File: config.mk
export PLATFORM = sky130hd
export DESIGN_NAME = popcount_seq_flat
export DESIGN_NICKNAME = d
export VERILOG_FILES = /design/src/rtl/popcount_if.sv /design/src/rtl/popcount_seq.sv /design/src/flat_wrapper.sv
export SDC_FILE = /design/constraint.sdc
export NUM_CORES = 1
export LEC_CHECK = 0
export CAP_MARGIN = 40
export CORE_UTILIZATION = 35
export DETAILED_ROUTE_END_ITERATION = 7
export GPL_TIMING_DRIVEN = 1
export PLACE_DENSITY = 0.64
export SYNTH_ARGS = -nofsm -noshare
export SYNTH_HDL_FRONTEND = slang
export SYNTH_SLANG_ARGS = --single-unit
File: constraint.sdc
create_clock -name clk -period 4.6 [get_ports clk]
set_input_delay 0.92 -clock clk [delete_from_list [all_inputs] [get_ports clk]]
set_output_delay 0.92 -clock clk [all_outputs]
set_load 0.01 [all_outputs]
File: src/rtl/popcount_if.sv
// popcount_if: valid/ready word-in, count-out handshake bundle for popcount_seq
//   master (source/sink side): drives in_valid, in_data, in_mode and out_ready
//   slave  (counter side):     drives in_ready, out_valid, out_count and the flags
interface popcount_if #(
  parameter int WIDTH = 32
);
  localparam int CW = $clog2(WIDTH + 1);
  logic             in_valid;
  logic             in_ready;
  logic [WIDTH-1:0] in_data;
  logic             in_mode;
  logic             out_valid;
  logic             out_ready;
  logic [CW-1:0]    out_count;
  logic             out_parity;
  logic             out_all;
  logic             out_none;
  modport master (
    output in_valid, in_data, in_mode, out_ready,
    input  in_ready, out_valid, out_count, out_parity, out_all, out_none
  );
  modport slave (
    input  in_valid, in_data, in_mode, out_ready,
    output in_ready, out_valid, out_count, out_parity, out_all, out_none
  );
endinterface

File: src/rtl/popcount_seq.sv
// popcount_seq: multi-cycle one/zero counter, CHUNK bits per clock, with saturating running total
//   clk, rst_n      : clock, asynchronous active-low reset
//   bus (slave)     : word in (in_valid/in_ready/in_data/in_mode), result out
//                     (out_valid/out_ready/out_count/out_parity/out_all/out_none)
//   clear           : synchronous clear of total/total_sat
//   total/total_sat : saturating sum of delivered counts, sticky clip flag
module popcount_seq #(
  parameter int WIDTH = 32,
  parameter int CHUNK = 8,
  parameter int ACC_W = 16
) (
  input  logic             clk,
  input  logic             rst_n,
  popcount_if.slave        bus,
  input  logic             clear,
  output logic [ACC_W-1:0] total,
  output logic             total_sat
);
  localparam int CW    = $clog2(WIDTH + 1);
  localparam int NSTEP = WIDTH / CHUNK;
  localparam int SW    = NSTEP > 1 ? $clog2(NSTEP) : 1;
  localparam int TW    = (ACC_W > CW ? ACC_W : CW) + 1;
  localparam logic [1:0] IDLE = 2'd0;
  localparam logic [1:0] SCAN = 2'd1;
  localparam logic [1:0] DONE = 2'd2;
  generate
    if (WIDTH < 1 || CHUNK < 1 || WIDTH % CHUNK != 0) begin : g_bad
      $error("popcount_seq: WIDTH must be >= 1 and a multiple of CHUNK");
    end
  endgenerate
  logic [1:0]       state;
  logic [WIDTH-1:0] shreg;
  logic [CW-1:0]    acc, pc, sum, count;
  logic [SW-1:0]    step;
  logic             valid, parity, all_f, none_f;
  logic             accept, hs_out, ovf;
  logic [TW-1:0]    t_sum;
  assign bus.in_ready   = state == IDLE || (state == DONE && bus.out_ready);
  assign bus.out_valid  = valid;
  assign bus.out_count  = count;
  assign bus.out_parity = parity;
  assign bus.out_all    = all_f;
  assign bus.out_none   = none_f;
  assign accept = bus.in_valid && bus.in_ready;
  assign hs_out = valid && bus.out_ready;
  always_comb begin
    pc = '0;
    for (int i = 0; i < CHUNK; i++) pc = pc + CW'(shreg[i]);
  end
  assign sum = acc + pc;
  // clear during a handshake restarts the total from this single count
  assign t_sum = TW'(clear ? '0 : total) + TW'(count);
  assign ovf   = t_sum > TW'({ACC_W{1'b1}});
  always_ff @(posedge clk or negedge rst_n) begin
    if (!rst_n) begin
      state     <= IDLE;
      shreg     <= '0;
      acc       <= '0;
      step      <= '0;
      valid     <= 1'b0;
      count     <= '0;
      parity    <= 1'b0;
      all_f     <= 1'b0;
      none_f    <= 1'b0;
      total     <= '0;
      total_sat <= 1'b0;
    end else begin
      if (accept) begin
        shreg <= bus.in_mode ? ~bus.in_data : bus.in_data;
        acc   <= '0;
        step  <= '0;
        valid <= 1'b0;
        state <= SCAN;
      end else if (state == SCAN) begin
        shreg <= shreg >> CHUNK;
        acc   <= sum;
        step  <= step + 1'b1;
        if (step == SW'(NSTEP - 1)) begin
          count  <= sum;
          parity <= sum[0];
          all_f  <= sum == CW'(WIDTH);
          none_f <= sum == '0;
          valid  <= 1'b1;
          state  <= DONE;
        end
      end else if (hs_out) begin
        valid <= 1'b0;
        state <= IDLE;
      end
      if (hs_out) begin
        total     <= ovf ? {ACC_W{1'b1}} : t_sum[ACC_W-1:0];
        total_sat <= (!clear && total_sat) || ovf;
      end else if (clear) begin
        total     <= '0;
        total_sat <= 1'b0;
      end
    end
  end
endmodule

File: src/flat_wrapper.sv
// flat-port wrapper written by rule: the top's interface ports become plain ports
module popcount_seq_flat 
#(
  parameter int WIDTH = 32,
  parameter int CHUNK = 8,
  parameter int ACC_W = 16
)
  (clk, rst_n, clear, total, total_sat, bus_in_valid, bus_in_data, bus_in_mode, bus_out_ready, bus_in_ready, bus_out_valid, bus_out_count, bus_out_parity, bus_out_all, bus_out_none);
  popcount_if #(.WIDTH(WIDTH)) bus_i ();
  input  logic clk;
  input  logic rst_n;
  input  logic clear;
  output logic [ACC_W-1:0] total;
  output logic total_sat;
  input wire logic [$bits(bus_i.in_valid)-1:0] bus_in_valid;
  input wire logic [$bits(bus_i.in_data)-1:0] bus_in_data;
  input wire logic [$bits(bus_i.in_mode)-1:0] bus_in_mode;
  input wire logic [$bits(bus_i.out_ready)-1:0] bus_out_ready;
  output wire logic [$bits(bus_i.in_ready)-1:0] bus_in_ready;
  output wire logic [$bits(bus_i.out_valid)-1:0] bus_out_valid;
  output wire logic [$bits(bus_i.out_count)-1:0] bus_out_count;
  output wire logic [$bits(bus_i.out_parity)-1:0] bus_out_parity;
  output wire logic [$bits(bus_i.out_all)-1:0] bus_out_all;
  output wire logic [$bits(bus_i.out_none)-1:0] bus_out_none;
  assign bus_i.in_valid = bus_in_valid;
  assign bus_i.in_data = bus_in_data;
  assign bus_i.in_mode = bus_in_mode;
  assign bus_i.out_ready = bus_out_ready;
  assign bus_in_ready = bus_i.in_ready;
  assign bus_out_valid = bus_i.out_valid;
  assign bus_out_count = bus_i.out_count;
  assign bus_out_parity = bus_i.out_parity;
  assign bus_out_all = bus_i.out_all;
  assign bus_out_none = bus_i.out_none;
  popcount_seq #(.WIDTH(WIDTH), .CHUNK(CHUNK), .ACC_W(ACC_W)) u_core (.clk(clk), .rst_n(rst_n), .bus(bus_i), .clear(clear), .total(total), .total_sat(total_sat));
endmodule
==> results.cfg <==
[synthesis]
syn-num-nets = 441
yosysTopAreaCellShare_pct = 43.93
ys_ff_latch = 67
synth_xor_area_share_pct = 9.639
synth.distinct_cells = 50
syn_avg_cell_area_sq_um = 10.07
synth_compound_area_share_pct = 16.79
synthMuxAreaShare_pct = 0.8852
synth_flop_cell = dfrtp_1
syn_inst = 379
ys.warnings.count = 0
synth_seq_area_share_pct = 43.93
synth_fa_ha_area_share_pct = 8.852
synth_edf_count = 0
synth_area_leaders = dfrtp_1 44%, xnor2_1 6.4%, ha_1 6.2%
async_flop_share_pct = 100.0
syn-cell-area_sq_mm = 0.003816
yosys.area_share.simple_pct = 15.28
yosys.area.top_type = dfrtp_1
synth_top_family_by_area = compound AO/OA/AOI/OAI gates

[power]
p_seq_share_pct = 28.5
p_sw_uw = 1362
power_frac_clock_pct = 19.5
comb_power_share_pct = 52.0
p_per_area_mw_per_mm2 = 701.4
power.internal_uw = 2046
p_leak_uw = 0.002143
swShare_pct = 39.97
irDropWorstVdd_uv = 309.1

[floorplanning]
core_sq_mm = 0.01046
initial_core_util_pct = 36.47
die_width_um = 106.4
ioPinCount = 66
die_area_sq_mm = 0.01133
row_count = 37
die_h_um = 106.4

[hold_path]
hold_class = flop to flop

[setup_path]
crit_required_ns = 4.89
crit_family = adder cells
max_stage_delay_ns = 0.50
crit_path_frequent_cell = fa_1
critPathArrivalTime_ns = 4.06
worst_setup_path_start_kind = flop
critical_path_class = flop to flop
cp_cell_sequence = ha_1 -> inv_1 -> fa_1 -> fa_1 -> fa_1 -> inv_1 -> ha_1 -> fa_1 -> a21o_1 -> a21oi_1 -> xor2_1 -> and3_1 -> a22o_1
worstPathMaxFanout = 4
path_buf_inv = 2
endpoint_kind = flop
slowest_stage = fa_1

[layout]
final_common_cell = dfrtp_1
antennaDiodeCount = 0
fill_cells = 1006
fin_area_sq_mm = 0.004860
finalNetCount = 500
final_cell_mix = 67 x dfrtp_1, 63 x clkdlybuf4s50_1, 37 x nand2_1, 28 x xnor2_1, 28 x nor2_1
drive_above_1_share_pct = 10.38
syn2layout_area_growth_pct = 27.34

[detailed_routing]
wl_per_cell_um = 14.42
drc = 0
antenna_left = 0
met1_length_um = 3744
wirelength_um = 8351
highest_layer = met4
dr_wl_met3_um = 364
dr.pass1.iters = 4
drt_iter0_drc = 123
vias_per_cell = 5.050
num_vias = 2924
wl_met2_um = 4156

[placement]
numPortBuffers = 65
place.gp.congestion = 0.8577
place_area_sq_mm = 0.004586
hpwl_um = 6241
preCtsSetupSlack_ns = 0.8396

[clock_tree]
cts.reportedPaths.clkPinSlew_ns = 0.07
cts_root_buffer = clkbuf_8
post_cts_buffers = 0
cts_buffers = 9
cts_tree = yes
cts_max_path_buffers = 2
cts_max_level = 3
cts-resized-gates = 0
hold_buffers = 0
clk_latency_ns = 0.35
cts_sinks = 67

[sta]
min_period_over_period_pct = 82.07
fmax_mhz = 264.9
setup_viol = 0
setup-tns-final_ns = 0
slew_headroom_pct = 44.67
rsz0062_at_grt = no
drv_slew = 0
final_hold_viol_count = 0
fin_ws_ns = 0.8249
worst_pin_slew_ns = 0.8299
finClkSkew_ns = 0.009676
fin_crit_ns = 3.775

[run]
maxCapViolCount = 0

[grt]
grt_pass1_vias = 3018
grt_max_degree = 38
antenna_found_initial = 0
grt_usage_pct = 15.93
grt_pass1_wl_um = 14150
grt_overflow_total = 0

[status]
outcome = completed
==> worst register-to-register path, stage by stage, from the launching register on <==
cell,delay (ns)
dfrtp_1,0.40
ha_1,0.27
inv_1,0.04
fa_1,0.49
fa_1,0.43
fa_1,0.50
inv_1,0.05
ha_1,0.20
fa_1,0.40
a21o_1,0.19
a21oi_1,0.16
xor2_1,0.27
and3_1,0.20
a22o_1,0.12
==> stage by stage <==
step	instances	hold WS [ns]	util (%)	power, uW
floorplan	379	0.4667	-	2233
global placement	561	0.4847	43.42	2687
detailed placement	563	0.4902	43.83	2792
CTS	579	0.5090	46.45	3472
global route	579	0.5298	46.45	3726
finish	579	0.5087	46.45	3409
==> Yosys cell counts (2+ instances only) <==
| cell | number |
|---|---|
| a211oi_1 | 2 |
| a21o_1 | 3 |
| a21oi_1 | 9 |
| a221o_1 | 17 |
| a311oi_1 | 3 |
| a31oi_1 | 11 |
| and3_1 | 4 |
| buf_1 | 4 |
| buf_2 | 9 |
| buf_4 | 2 |
| clkbuf_1 | 6 |
| dfrtp_1 | 67 |
| fa_1 | 5 |
| ha_1 | 19 |
| inv_1 | 18 |
| mux2_2 | 3 |
| nand2_1 | 37 |
| nand2_2 | 4 |
| nand2b_1 | 3 |
| nand3_1 | 20 |
| nor2_1 | 28 |
| nor2b_1 | 9 |
| nor4_1 | 2 |
| o211ai_1 | 3 |
| o211ai_2 | 3 |
| o21ai_0 | 20 |
| o21ai_2 | 5 |
| xnor2_1 | 28 |
| xor2_1 | 14 |
==> power by group through the flow <==
stage | clock network, uW | logic (uW) | registers [uW]
final | 665 | 1770 | 973
after global routing | 708 | 2020 | 1000
after CTS | 681 | 1820 | 975
after detailed placement | 0 | 1810 | 983
after global placement | 0 | 1710 | 980
after floorplan | 0 | 1280 | 955
==> metal layers <==
metal  up-vias  GRT usage [%]
met5         -              0
met2        79          26.21
met1      1396          20.19
li1       1443              -
met4         0          5.675
met3         6          4.108
==> cells by family (layout without fill, tap and decap cells) <==
logic type / Yosys count / after routing
compound gates: 86 / 86
xor+xnor: 42 / 42
fa+ha+maj: 24 / 24
buf+inv: 40 / 104
flops: 67 / 67
mux: 3 / 3
simple gates: 117 / 117
==> area by class of cell <==
| type | count | area [sq um] | area share [%] |
|---|---|---|---|
| well taps | 136 | 170.2 | 3.502 |
| inverters | 18 | 67.56 | 1.390 |
| repair buffers | 70 | 705.7 | 14.52 |
| clock buffers | 10 | 137.6 | 2.832 |
| multi-input cells | 272 | 1966 | 40.45 |
| flip-flops and latches | 67 | 1677 | 34.50 |
| clock inverters | 6 | 136.4 | 2.806 |
==> flip-flops by register name, indices dropped and copies added, names as in the netlist <==
register	count
u_core.total	16
u_core.acc	6
u_core.shreg	32
u_core.bus.out_all	1
u_core.bus.out_none	1
u_core.total_sat	1
u_core.state	1
u_core.step	2
u_core.bus.out_valid	1
u_core.bus.out_count	6
==> worst paths after layout <==
| kind | start | endpoint | slack [ns] | cells past startpoint |
|---|---|---|---|---|
| hold reg to reg | u_core.step[1] | u_core.step[1] | 0.51 | 2 |
| min in group asynchronous | rst_n | u_core.total[14] | 0.62 | 1 |
| setup / recovery | u_core.shreg[1] | u_core.bus.out_none | 0.82 | 13 |
| hold / removal | u_core.step[1] | u_core.step[1] | 0.51 | 2 |
| max in group asynchronous | rst_n | u_core.shreg[27] | 3.03 | 2 |
| setup reg to reg | u_core.shreg[1] | u_core.bus.out_none | 0.82 | 13 |
Note: power is estimated with default switching activity, not from simulation.
